### config.mk
export PLATFORM = sky130hd
export DESIGN_NAME = cdc_reg_bridge
export DESIGN_NICKNAME = d
export VERILOG_FILES = /design/src/rtl/cdc_bridge_pkg.sv /design/src/rtl/frame_timer.sv /design/src/rtl/cdc_reg_bridge.sv
export SDC_FILE = /design/constraint.sdc
export NUM_CORES = 1
export LEC_CHECK = 0
export ABC_AREA = 1
export CORE_MARGIN = 3
export CORE_UTILIZATION = 55
export CTS_CLUSTER_DIAMETER = 50
export DETAILED_ROUTE_END_ITERATION = 10
export GPL_TIMING_DRIVEN = 0
export PLACE_DENSITY = 0.83
export SYNTH_ARGS = -nofsm -noshare
export SYNTH_HDL_FRONTEND = slang
export SYNTH_SLANG_ARGS = --single-unit
### constraint.sdc
create_clock -name clk_i -period 3.05 [get_ports clk_i]
set_input_delay 0.305 -clock clk_i [delete_from_list [all_inputs] [get_ports clk_i]]
set_output_delay 0.305 -clock clk_i [all_outputs]
set_load 0.02 [all_outputs]
### src/rtl/cdc_bridge_pkg.sv
// rtl/cdc_bridge_pkg.sv - shared state encoding and default protocol bytes for the CDC register bridge
package cdc_bridge_pkg;

    typedef enum logic [2:0] {
        ST_IDLE    = 3'd0,
        ST_ADDR    = 3'd1,
        ST_DATA    = 3'd2,
        ST_EXEC_WR = 3'd3,
        ST_EXEC_RD = 3'd4,
        ST_RD_WAIT = 3'd5,
        ST_RESP    = 3'd6
    } bridge_state_e;

    localparam logic [15:0] DEF_TIMEOUT_CYCLES = 16'd48000;
    localparam logic [7:0]  DEF_CMD_WR         = 8'h57;
    localparam logic [7:0]  DEF_CMD_RD         = 8'h52;
    localparam logic [7:0]  DEF_RSP_ACK        = 8'h06;
    localparam logic [7:0]  DEF_RSP_NAK        = 8'h15;

    // States in which the bridge is waiting on the host for another frame byte.
    function automatic logic accepts_byte(input bridge_state_e st);
        return (st == ST_IDLE) || (st == ST_ADDR) || (st == ST_DATA);
    endfunction

endpackage

### src/rtl/frame_timer.sv
// rtl/frame_timer.sv - idle-cycle counter that flags an abandoned partial frame
module frame_timer #(
    parameter logic [15:0] LIMIT = 16'd48000
) (
    input  logic clk_i,
    input  logic rstn_i,
    input  logic clear_i,
    input  logic enable_i,
    output logic expire_o
);

    logic [15:0] count_q;
    logic [15:0] count_d;

    // Clear wins over counting; otherwise count one per idle cycle.
    always_comb begin
        count_d = count_q;
        if (clear_i) begin
            count_d = 16'd0;
        end else if (enable_i) begin
            count_d = count_q + 16'd1;
        end
    end

    // Counter register.
    always_ff @(posedge clk_i or negedge rstn_i) begin
        if (!rstn_i) begin
            count_q <= 16'd0;
        end else begin
            count_q <= count_d;
        end
    end

    // Expiry only in an idle cycle, so a byte arriving at the limit is never lost.
    assign expire_o = enable_i && (count_q == (LIMIT - 16'd1));

endmodule

### src/rtl/cdc_reg_bridge.sv
// rtl/cdc_reg_bridge.sv - byte-stream command decoder driving a simple register bus
module cdc_reg_bridge
    import cdc_bridge_pkg::*;
#(
    parameter logic [15:0] TIMEOUT_CYCLES = DEF_TIMEOUT_CYCLES,
    parameter logic [7:0]  CMD_WR         = DEF_CMD_WR,
    parameter logic [7:0]  CMD_RD         = DEF_CMD_RD,
    parameter logic [7:0]  RSP_ACK        = DEF_RSP_ACK,
    parameter logic [7:0]  RSP_NAK        = DEF_RSP_NAK
) (
    input  logic       clk_i,
    input  logic       rstn_i,
    input  logic [7:0] out_data_i,
    input  logic       out_valid_i,
    output logic       out_ready_o,
    output logic [7:0] in_data_o,
    output logic       in_valid_o,
    input  logic       in_ready_i,
    output logic [7:0] reg_addr_o,
    output logic [7:0] reg_wdata_o,
    output logic       reg_we_o,
    output logic       reg_re_o,
    input  logic [7:0] reg_rdata_i,
    output logic       timeout_o
);

    bridge_state_e state_q, state_d;
    logic          wr_flag_q, wr_flag_d;
    logic          out_ready_q, out_ready_d;
    logic          in_valid_q, in_valid_d;
    logic [7:0]    in_data_q, in_data_d;
    logic [7:0]    reg_addr_q, reg_addr_d;
    logic [7:0]    reg_wdata_q, reg_wdata_d;
    logic          reg_we_q, reg_we_d;
    logic          reg_re_q, reg_re_d;
    logic          timeout_q, timeout_d;

    logic          byte_xfer;
    logic          timer_clear;
    logic          timer_enable;
    logic          timer_expire;

    assign byte_xfer    = out_valid_i && out_ready_q;
    assign timer_clear  = (state_q == ST_IDLE) || byte_xfer;
    assign timer_enable = ((state_q == ST_ADDR) || (state_q == ST_DATA)) && !byte_xfer;

    frame_timer #(
        .LIMIT (TIMEOUT_CYCLES)
    ) u_frame_timer (
        .clk_i    (clk_i),
        .rstn_i   (rstn_i),
        .clear_i  (timer_clear),
        .enable_i (timer_enable),
        .expire_o (timer_expire)
    );

    // Next-state and next-output decode; outputs are derived from the next state so they are registered.
    always_comb begin
        state_d     = state_q;
        wr_flag_d   = wr_flag_q;
        in_data_d   = in_data_q;
        reg_addr_d  = reg_addr_q;
        reg_wdata_d = reg_wdata_q;
        timeout_d   = 1'b0;

        case (state_q)
            ST_IDLE: begin
                if (byte_xfer) begin
                    if (out_data_i == CMD_WR) begin
                        wr_flag_d = 1'b1;
                        state_d   = ST_ADDR;
                    end else if (out_data_i == CMD_RD) begin
                        wr_flag_d = 1'b0;
                        state_d   = ST_ADDR;
                    end else begin
                        in_data_d = RSP_NAK;
                        state_d   = ST_RESP;
                    end
                end
            end
            ST_ADDR: begin
                if (byte_xfer) begin
                    reg_addr_d = out_data_i;
                    state_d    = wr_flag_q ? ST_DATA : ST_EXEC_RD;
                end else if (timer_expire) begin
                    timeout_d = 1'b1;
                    state_d   = ST_IDLE;
                end
            end
            ST_DATA: begin
                if (byte_xfer) begin
                    reg_wdata_d = out_data_i;
                    state_d     = ST_EXEC_WR;
                end else if (timer_expire) begin
                    timeout_d = 1'b1;
                    state_d   = ST_IDLE;
                end
            end
            ST_EXEC_WR: begin
                in_data_d = RSP_ACK;
                state_d   = ST_RESP;
            end
            ST_EXEC_RD: begin
                state_d = ST_RD_WAIT;
            end
            ST_RD_WAIT: begin
                in_data_d = reg_rdata_i;
                state_d   = ST_RESP;
            end
            ST_RESP: begin
                if (in_valid_q && in_ready_i) begin
                    state_d = ST_IDLE;
                end
            end
            default: begin
                state_d = ST_IDLE;
            end
        endcase

        // in_valid trails entry into RESP by one cycle, giving the 1/2/3-cycle response latencies.
        in_valid_d  = (state_q == ST_RESP) && (state_d == ST_RESP);
        out_ready_d = accepts_byte(state_d);
        reg_we_d    = (state_d == ST_EXEC_WR);
        reg_re_d    = (state_d == ST_EXEC_RD);
    end

    // State and registered outputs; reset drops everything, including any pending frame or response.
    always_ff @(posedge clk_i or negedge rstn_i) begin
        if (!rstn_i) begin
            state_q     <= ST_IDLE;
            wr_flag_q   <= 1'b0;
            out_ready_q <= 1'b0;
            in_valid_q  <= 1'b0;
            in_data_q   <= 8'h00;
            reg_addr_q  <= 8'h00;
            reg_wdata_q <= 8'h00;
            reg_we_q    <= 1'b0;
            reg_re_q    <= 1'b0;
            timeout_q   <= 1'b0;
        end else begin
            state_q     <= state_d;
            wr_flag_q   <= wr_flag_d;
            out_ready_q <= out_ready_d;
            in_valid_q  <= in_valid_d;
            in_data_q   <= in_data_d;
            reg_addr_q  <= reg_addr_d;
            reg_wdata_q <= reg_wdata_d;
            reg_we_q    <= reg_we_d;
            reg_re_q    <= reg_re_d;
            timeout_q   <= timeout_d;
        end
    end

    assign out_ready_o = out_ready_q;
    assign in_valid_o  = in_valid_q;
    assign in_data_o   = in_data_q;
    assign reg_addr_o  = reg_addr_q;
    assign reg_wdata_o = reg_wdata_q;
    assign reg_we_o    = reg_we_q;
    assign reg_re_o    = reg_re_q;
    assign timeout_o   = timeout_q;

endmodule

# --- Yosys cells after proc, flatten, opt, wreduce, memory -nomap -nowiden ---
# Cells that the tools add are included.
totals:
  in_bits: 20
  out_inout_bits: 29
  word_cells: 70
  regBits: 49
op_classes:
  n_addsub: 1
  reduce_logical: 21
  muxes: 20
  eq_ne: 17
ops:
  columns: ["operator", "n"]
  rows:
  - ["$mux W16", 2]
  - ["$mux W3", 8]
  - ["$mux W8", 3]
  - ["$pmux W8 S3", 1]
  - ["$pmux W3 S6", 1]
  - ["$add A16 B1 Y16 const B", 1]
  - ["$eq A16 B16 Y1 const B", 1]
  - ["$eq A8 B7 Y1 const B", 2]
  - ["$eq A3 B3 Y1 const B", 5]
  - ["$eq A3 B2 Y1 const B", 4]
  - ["$eq A3 B1 Y1 const B", 2]
  - ["$logic_not A3 Y1", 2]
  - ["$ne A2 B2 Y1 const B", 3]
  - ["$logic_and A1 B1 Y1", 5]
  - ["$mux W1", 5]
  - ["$logic_or A1 B1 Y1", 4]
  - ["$reduce_and A2 Y1", 2]
  - ["$reduce_and A4 Y1", 1]
  - ["$reduce_bool A2 Y1", 2]
  - ["$reduce_or A2 Y1", 2]
  - ["$reduce_and A3 Y1", 1]
  - ["$reduce_bool A3 Y1", 1]
  - ["$logic_not A1 Y1", 1]

# --- Depth between registers and ports, before layout ---
# Gate-level depths: netlist (run 1).
depth:
  ltp_word: 10
  depth_mapped: 9
  mapped_depth_nobuf: 9

# --- Modules after synthesis ---
# A second synthesis (run 1) with hierarchy kept.
hier_totals:
  cells_unflattened: 280
  area_unflattened_um2: 2454.9
by_module_without_submodules:
  columns: ["mod", "area_per_inst_um2", "instances", "seq_area_each_um2", "cells_each"]
  rows:
  - ["cdc_reg_bridge", 1527.7, 1, 825.8, 163]
  - ["frame_timer", 927.1, 1, 400.4, 117]

# --- Least setup slack after synthesis (run 1) ---
# Ideal clock, no wire load.
synth_timing:
  kind: "reg2reg"
  start: "register u_frame_timer.count_q[0]"
  end: "register u_frame_timer.count_q[14]"
  arrival_ps: 1235
  synth_period_minus_slack_ps: 1356
  setup_ps: 121
  slack_ps: 1694
  t_required_ps: 2929
  path_stages_with_launch: 9
  path_buffers: 0
  cell_sequence: "dfrtp_1 > ha_1 > nand3_1 > nor2_2 > nand3_1 > nand2_1 > nand2_1 > nand3_1 > o21ai_1"
synth_between:
  elab_chain_len: 3
synth_lines:
  columns: ["item", "line_no", "source"]
  rows:
  - ["from (decl)", "frame_timer.sv:12", "logic [15:0] count_q;"]
  - ["from (signal assigned)", "frame_timer.sv:30", "count_q <= count_d;"]
  - ["$add A16 B1 Y16", "frame_timer.sv:21", "count_d = count_q + 16'd1;"]
  - ["$mux W16", "frame_timer.sv:20", "end else if (enable_i) begin"]
  - ["$mux W16", "frame_timer.sv:18", "if (clear_i) begin"]
# Every way passes these cells. The select of a mux whose other input is x is not followed.
# A chain may end at the register's enable or synchronous reset.

# --- Final worst setup path (run 1) ---
layout_timing:
  start: "input port out_data_i[5]"
  end: "register in_data_q[4], in the netlist in_data_o[4]"
layout_between:
  elab_chain_len: 3
  elab_cells_between_ends: 5
  cone_classes: "eq/ne: 4; reduce/logical: 1"
layout_lines:
  columns: ["item", "line_no", "source"]
  rows:
  - ["from (decl)", "cdc_reg_bridge.sv:13", "input logic [7:0] out_data_i,"]
  - ["$eq A8 B7 Y1 (on tied branches)", "cdc_reg_bridge.sv:72, cdc_reg_bridge.sv:69", null]
  - ["$ne A2 B2 Y1 (no source line)", null, null]
  - ["$reduce_and A4 Y1 (no source line) *", null, null]
  - ["to (signal assigned)", "cdc_reg_bridge.sv:145", "in_data_q <= in_data_d;"]
  - ["to (decl)", "cdc_reg_bridge.sv:31", "logic [7:0] in_data_q, in_data_d;"]
# Mark *: on every way between the ends. The rest lies on a longest branch, timed or not.

==> results by group, run 1 <==
Status
  – Status: complete, no violations

Synthesis
  – Top cell type's share of synthesized area: 45.8%
  – Yosys cell types: 30
  – Avg Cell Area, Syn: 7.91 um2
  – Post-synthesis instance total: 338
  – Number of synthesized register bits: 49
  – Synth top area cells: dfrtp_1, nand2_1, o21ai_2, inv_1, nor2_1
  – Netlist Area Pre-Place: 2680 um2
  – Seq/Total Area, Yosys: 45.8%
  – Ys Warns: 0
  – Top cell type by total area after synthesis: dfrtp_1
  – Syn nets: 359

CTS
  – CTS tree: yes
  – Worst-case clock buffer depth: 2
  – Clock root cell: clkbuf_8
  – Setup repair bufs after CTS: 0
  – Clock-pin slew on the worst setup and hold paths: 0.09 ns
  – Num Clock Sinks: 49
  – Hold_buf cts: 0
  – Post-CTS sizing: 0
  – Num CTS Buffers: 5
  – CTS H-tree lvls: 2
  – Clk_lat worst skew: 0.30 ns

Critical path
  – CP dominant cell by count: nand2_1
  – Crit path DAT: 1.86 ns
  – Slowest Stage Delay on Critical Path: 0.42 ns
  – Worst reg2reg path endpoint: u_frame_timer.count_q[14]$_DFFE_PN0P_
  – Critical-path top delay cell: clkdlybuf4s50_1
  – Reg-to-Reg Start: u_frame_timer.count_q[0]$_DFFE_PN0P_
  – Register-to-Register Path Depth: 8
  – Nature of the critical path endpoint: register
  – WP data required: 3.24 ns
  – Critical path class: in2reg
  – Critical Path Fanout Max: 9
  – Critical path startpoint category: input port
  – CP cell instances: clkdlybuf4s50_1 > inv_1 > nand2_1 > nor2_2 > nand2_1 > a21oi_2 > nor2_1 > nand2_1 > nand2_1
  – FF-to-FF setup slack: 1.41 ns

Floorplanning
  – Floorplan row count: 24
  – Die ar.: 5740 um2
  – Initial core utilization: 59.0%
  – DIE HEIGHT: 75.7 um
  – Boundary Pins: 49
  – Area of the core: 4530 um2
  – Die Wd: 75.7 um

Routing
  – Routed WL: 5.98 mm
  – M1 wire length: 2.65 mm
  – Initial DRC Count: 203
  – DRC errors left: 0
  – WL met3: 452 um
  – WL/cell: 13.0 um
  – ANT nets after route: 0
  – Top Layer Used: met4
  – Drt pass-1 iters: 5
  – Routed met2 length: 2.81 mm
  – Vias: 2,382
  – Drt via density: 5.18

Global routing
  – First-pass GRT wire length: 10.3 mm
  – Largest net degree at the start of global routing: 27
  – GRT Total Usage: 23.3%
  – Congestion Overflow GR: 0
  – Number of global-route vias before repair: 2,203
  – Number of antenna violations at the first check in global routing: 0

STA
  – Final Hold Vio Count: 0
  – Final setup viols: 0
  – Period minus WS final: 1.67 ns
  – Worst setup margin: 1.38 ns
  – Worst hold slack: 0.00573 ns
  – Slew HR: 59.7%
  – RSZ-0062 raised after global routing: no
  – Slew Viols, Final: 0
  – Tcrit/Tclk final: 54.8%
  – FMAX: 599 MHz
  – Final Skew: 0.00557 ns
  – Setup TNS: 0 ns
  – Worst Max-Slew Pin Slew: 0.600 ns

Final layout
  – Sequential cell area: 1230 um2
  – Final #Nets: 415
  – Footprint of the multi-input gates: 1230 um2
  – Syn-to-layout area delta: 26.6%
  – Layout Utilization: 74.7%
  – Fill cell count: 369
  – Layout Cells excl Fill: 460
  – Layout cell share with drive strength beyond 1: 16.5%
  – Fin area: 3390 um2
  – Antenna fix cells: 0

Power
  – Tot Pwr: 3.12 mW
  – Clock power share: 17.5%
  – Seq pwr share: 31.1%
  – Sw Ratio: 41.4%
  – NetSw: 1.29 mW
  – Power per cell area: 922 nW/um2
  – Lkg Pwr: 1.63 nW
  – Internal cell power: 1.83 mW
  – Max VDD drop: 0.615 mV
  – Comb power frac: 51.4%

Worst hold path
  – Worst Hold Class: in2async

Placement
  – Dpl cells: 452
  – Placed inst area: 3250 um2
  – Place WS: 1.02 ns
  – HPWL Detailed: 4.46 mm
  – GPL Wtd Cong: 0.896
  – # port buffers: 48

Job
  – Max Cap Viol: 0
## cell families (layout without fill, tap and decap cells)
logic type	Yosys count	in the layout	synth area share [%]
AOI/OAI and AO/OA	48	48	12.6
adders and majority gates	1	1	0.468
buffers and inverters	46	103	8.09
DFF	49	49	45.8
and+or+nand+nor	194	194	33.0
## Yosys cell counts
library cell    n
nand4_1        12
nand3b_1        1
buf_12          1
nand2_2         9
nand3_1        20
a21oi_2         4
nor2_2          7
or2_2           1
nor2_1         31
buf_6           2
inv_6           1
a21oi_1         9
dfrtp_1        49
o21bai_1        1
buf_4           2
nand2_1       103
and2_1          1
nor2_8          1
nor2_4          1
inv_1          36
ha_1            1
nand3_2         1
nor3_1          3
o21ai_1         1
o21ai_2        18
inv_2           4
nand2_4         2
o21ai_0        14
a21oi_4         1
or2_1           1
## sequential cells by signal (all words and copies together), names as in the netlist
| register | flops |
|---|---|
| u_frame_timer.count_q | 16 |
| in_data_o | 8 |
| reg_addr_o | 8 |
| reg_wdata_o | 8 |
| state_q | 3 |
| in_valid_o | 1 |
| out_ready_o | 1 |
| reg_re_o | 1 |
| reg_we_o | 1 |
| timeout_o | 1 |
| wr_flag_q | 1 |
## power groups by stage
stage	clock network (mW)	logic (mW)	registers [mW]
6_report	0.545	1.60	0.971
5_1_grt	0.582	1.76	0.995
4_1_cts	0.549	1.61	0.972
3_5_place_dp	0	1.60	0.980
3_3_place_gp	0	1.57	0.977
2_1_floorplan	0	0.864	1.16
## metal layers
| metal | vias up | GRT usage, % |
|---|---|---|
| li1 | 1182 | - |
| met1 | 1102 | 31.8 |
| met2 | 91 | 36.9 |
| met3 | 7 | 5.01 |
| met4 | 0 | 7.57 |
| met5 | - | 0 |
## final cells by class
class | count | share of cell area [%]
clock buffers | 5 | 2.03
plain buffers | 5 | 1.70
clock inverters | 3 | 1.92
well taps | 65 | 2.40
flip-flops and latches | 49 | 36.2
inverters | 41 | 4.69
multi-input cells | 243 | 36.4
repair buffers | 49 | 14.6
## layout by cell type, fill, tap and decap left out, types with 2 or more instances in the layout
cell / count
a21oi_1: 9
a21oi_2: 4
buf_12: 2
buf_4: 2
buf_6: 2
bufinv_16: 2
clkbuf_8: 5
clkdlybuf4s50_1: 47
dfrtp_1: 49
inv_1: 36
inv_2: 4
nand2_1: 103
nand2_2: 9
nand2_4: 2
nand3_1: 20
nand4_1: 12
nor2_1: 31
nor2_2: 7
nor3_1: 3
o21ai_0: 14
o21ai_2: 18
## worst max path at each step
stage                                         startpoint                               endpoint  cells past startpoint
floorplan           u_frame_timer.count_q[0]$_DFFE_PN0P_  u_frame_timer.count_q[14]$_DFFE_PN0P_                      8
global placement                                  rstn_i             reg_wdata_o[4]$_DFFE_PN0P_                      1
detailed placement                         out_data_i[5]               in_data_o[4]$_DFFE_PN0P_                      9
CTS                                        out_data_i[5]               in_data_o[4]$_DFFE_PN0P_                      9
global route                               out_data_i[5]               in_data_o[4]$_DFFE_PN0P_                      9
finish                                     out_data_i[5]               in_data_o[4]$_DFFE_PN0P_                      9
## critical path, delay by kind of cell
family | cells | cell delay (ns)
compound gates | 1 | 0.34
buf+inv | 2 | 0.55
simple gates | 6 | 0.67
No activity file was read; power rests on OpenSTA's default activity.
==> inputs of run 2 (changes only) <==
--- a/config.mk
+++ b/config.mk
@@ -7,11 +7,11 @@
 export LEC_CHECK = 0
 export ABC_AREA = 1
 export CORE_MARGIN = 3
-export CORE_UTILIZATION = 55
+export CORE_UTILIZATION = 47
 export CTS_CLUSTER_DIAMETER = 50
 export DETAILED_ROUTE_END_ITERATION = 10
 export GPL_TIMING_DRIVEN = 0
-export PLACE_DENSITY = 0.83
+export PLACE_DENSITY = 0.76
 export SYNTH_ARGS = -nofsm -noshare
 export SYNTH_HDL_FRONTEND = slang
 export SYNTH_SLANG_ARGS = --single-unit
==> constraint.sdc (replaced) <==
create_clock -name clk_i -period 1.47 [get_ports clk_i]
set_input_delay 0.147 -clock clk_i [delete_from_list [all_inputs] [get_ports clk_i]]
set_output_delay 0.147 -clock clk_i [all_outputs]
set_load 0.02 [all_outputs]
==> run 2 against run 1 <==
Critical path depth shrank 2. Combinational power up 130%. Setup slack worse by 1.4 ns. Die area rose by 16%.
==> results by group, run 2 (synthesis results as in run 1) <==
Floorplanning
  – Boundary Pins: 49 (unchanged)
  – Die ar.: 6630 um2 (+16%)
  – Initial core utilization: 50.4% (-8.5 points)
  – Area of the core: 5300 um2 (+17%)
  – Floorplan row count: 26 (+8.3%)
  – DIE HEIGHT: 81.4 um (+7.5%)
  – Die Wd: 81.4 um (+7.5%)

Routing
  – WL met3: 520 um (+15%)
  – Drt via density: 5.07 (-2.1%)
  – DRC errors left: 0 (unchanged)
  – Top Layer Used: met4
  – Routed met2 length: 3.04 mm (+8.3%)
  – Routed WL: 6.34 mm (+6.1%)
  – M1 wire length: 2.65 mm (about the same)
  – WL/cell: 13.4 um (+2.9%)
  – Vias: 2,403 (+0.88%)
  – Drt pass-1 iters: 4 (-1)
  – Initial DRC Count: 150 (-26%)
  – ANT nets after route: 0 (unchanged)

Placement
  – # port buffers: 48 (unchanged)
  – GPL Wtd Cong: 0.859 (-4.1%)
  – HPWL Detailed: 4.49 mm (+0.70%)
  – Placed inst area: 3260 um2 (+0.19%)
  – Dpl cells: 457 (+1.1%)
  – Place WS: -0.317 ns (-1.34 ns)

CTS
  – Clock-pin slew on the worst setup and hold paths: 0.09 ns (about the same)
  – Clock root cell: clkbuf_8
  – Worst-case clock buffer depth: 2 (unchanged)
  – CTS H-tree lvls: 2 (unchanged)
  – Num CTS Buffers: 5 (unchanged)
  – Num Clock Sinks: 49 (unchanged)
  – CTS tree: yes
  – Clk_lat worst skew: 0.31 ns (about the same)

Status
  – Status: complete, no violations

Final layout
  – Most frequent cells in the layout: nand2_1, dfrtp_1, inv_1, clkdlybuf4s50_1, nor2_1
  – Layout cell share with drive strength beyond 1: 22.8% (+6.3 points)
  – Largest register FFs: 16 (unchanged)
  – Final #Nets: 425 (+2.4%)
  – Largest register by flop count: u_frame_timer.count_q
  – Antenna fix cells: 0 (unchanged)
  – Layout Cells excl Fill: 474 (+3.0%)
  – Fin area: 3570 um2 (+5.5%)
  – Commonest non-fill, non-tap cell in the layout: nand2_1
  – Syn-to-layout area delta: 33.5%

Critical path
  – Worst reg2reg path endpoint: out_ready_o$_DFF_PN0_
  – Reg-to-Reg Start: state_q[0]$_DFF_PN0_
  – WP data required: 1.71 ns (-1.53 ns)
  – Critical path class: reg2reg
  – Register-to-Register Path Depth: 7 (-1)
  – Critical path startpoint category: register
  – FF-to-FF setup slack: 0.02 ns (-1.39 ns)
  – Nature of the critical path endpoint: register
  – Critical Path Fanout Max: 4 (-5)
  – Crit path DAT: 1.69 ns (-0.17 ns)

Global routing
  – Congestion Overflow GR: 0 (unchanged)
  – GRT Total Usage: 20.2% (-3.1 points)
  – First-pass GRT wire length: 10.2 mm (-0.40%)
  – Largest net degree at the start of global routing: 34 (+26%)
  – Number of global-route vias before repair: 2,265 (+2.8%)
  – Number of antenna violations at the first check in global routing: 0 (unchanged)

STA
  – FMAX: 691 MHz
  – Worst setup margin: 0.0226 ns (-1.36 ns)
  – Tcrit/Tclk final: 98.5%
  – Worst Max-Slew Pin Slew: 0.412 ns (-0.189 ns)
  – Slew HR: 72.6% (+13 points)
  – Slew Viols, Final: 0 (unchanged)
  – RSZ-0062 raised after global routing: yes
  – Period minus WS final: 1.45 ns
  – Final Hold Vio Count: 0 (unchanged)
  – Final setup viols: 0 (unchanged)
  – Final Skew: 0.00672 ns (+0.00116 ns)
  – Setup TNS: 0 ns (unchanged)
  – Worst hold slack: 0.289 ns (+0.284 ns)

Power
  – Lkg Pwr: 1.81 nW (+12%)
  – Max VDD drop: 1.28 mV (+110%)
  – Power per cell area: 1830 nW/um2 (+98%)

Worst hold path
  – Worst Hold Class: in2async

Job
  – Max Cap Viol: 0 (unchanged)
-- run 2: changes by cell type in the layout (fill, tap and decap cells not counted), moves of 3 or more --
cell             previous run  this run
clkdlybuf4s50_1            47        35
dlymetal6s2s_1              0        11
buf_4                       2        10
nor2_4                      1         6
dfrtp_1                    49        45
dfrtp_2                     0         4
nor2_1                     31        27
nand3_1                    20        17
nand3_2                     1         4
-- run 2: per-stage QoR --
stage	utilization [%]	total power [mW]
finish	67.4	6.53
global route	67.4	6.97
CTS	64.1	6.26
detailed placement	61.4	5.35
global placement	61.2	5.30
floorplan	-	4.21
-- run 2: area by class of cell --
type	count	area, um2
sequential	49	1230
timing repair buffer	59	599
clock buffer	6	82.6
tap	70	87.6
clock inverter	1	7.51
inverter	41	161
buffer	5	61.3
fill	416	1730
multi-input combinational	243	1340
-- run 2: what timing repair did --
action / in CTS / in global routing
hold buffers: 1 / 0
setup buffers: 1 / 8
hold endpoints to repair: 16 / 0
pin swaps: 0 / 5
gates resized for setup: 8 / 36
setup endpoints to repair: 10 / 45
-- run 2: layer usage --
metal,GRT usage (%),vias up
met3,7.13,14
met4,6.76,0
met2,32.2,79
met1,25.6,1099
met5,0,-
li1,-,1211
-- run 2: how the worst max path moves through the flow --
stage	start	to	slack [ns]
2_1_floorplan	u_frame_timer.count_q[0]$_DFFE_PN0P_	u_frame_timer.count_q[14]$_DFFE_PN0P_	0.11
3_3_place_gp	rstn_i	u_frame_timer.count_q[12]$_DFFE_PN0P_	-1.20
3_5_place_dp	out_data_i[5]	in_data_o[2]$_DFFE_PN0P_	-0.32
4_1_cts	u_frame_timer.count_q[0]$_DFFE_PN0P_	state_q[1]$_DFF_PN0_	0.01
5_1_grt	u_frame_timer.count_q[1]$_DFFE_PN0P_	state_q[1]$_DFF_PN0_	-0.06
6_report	state_q[0]$_DFF_PN0_	out_ready_o$_DFF_PN0_	0.02
-- run 2: report_power, final --
group | switching [mW] | total (mW) | internal (mW)
sequential | 0.285 | 2.05 | 1.77
combinational | 2.09 | 3.65 | 1.55
clock | 0.454 | 0.827 | 0.373
total | 2.83 | 6.53 | 3.70
-- run 2: worst max-delay path: stages (launching register included) --
cell,delay [ns]
dfrtp_2,0.47
buf_4,0.15
nand3_1,0.12
nand2_2,0.10
or2_4,0.27
nor2_2,0.09
nand3_2,0.08
nor2_2,0.09
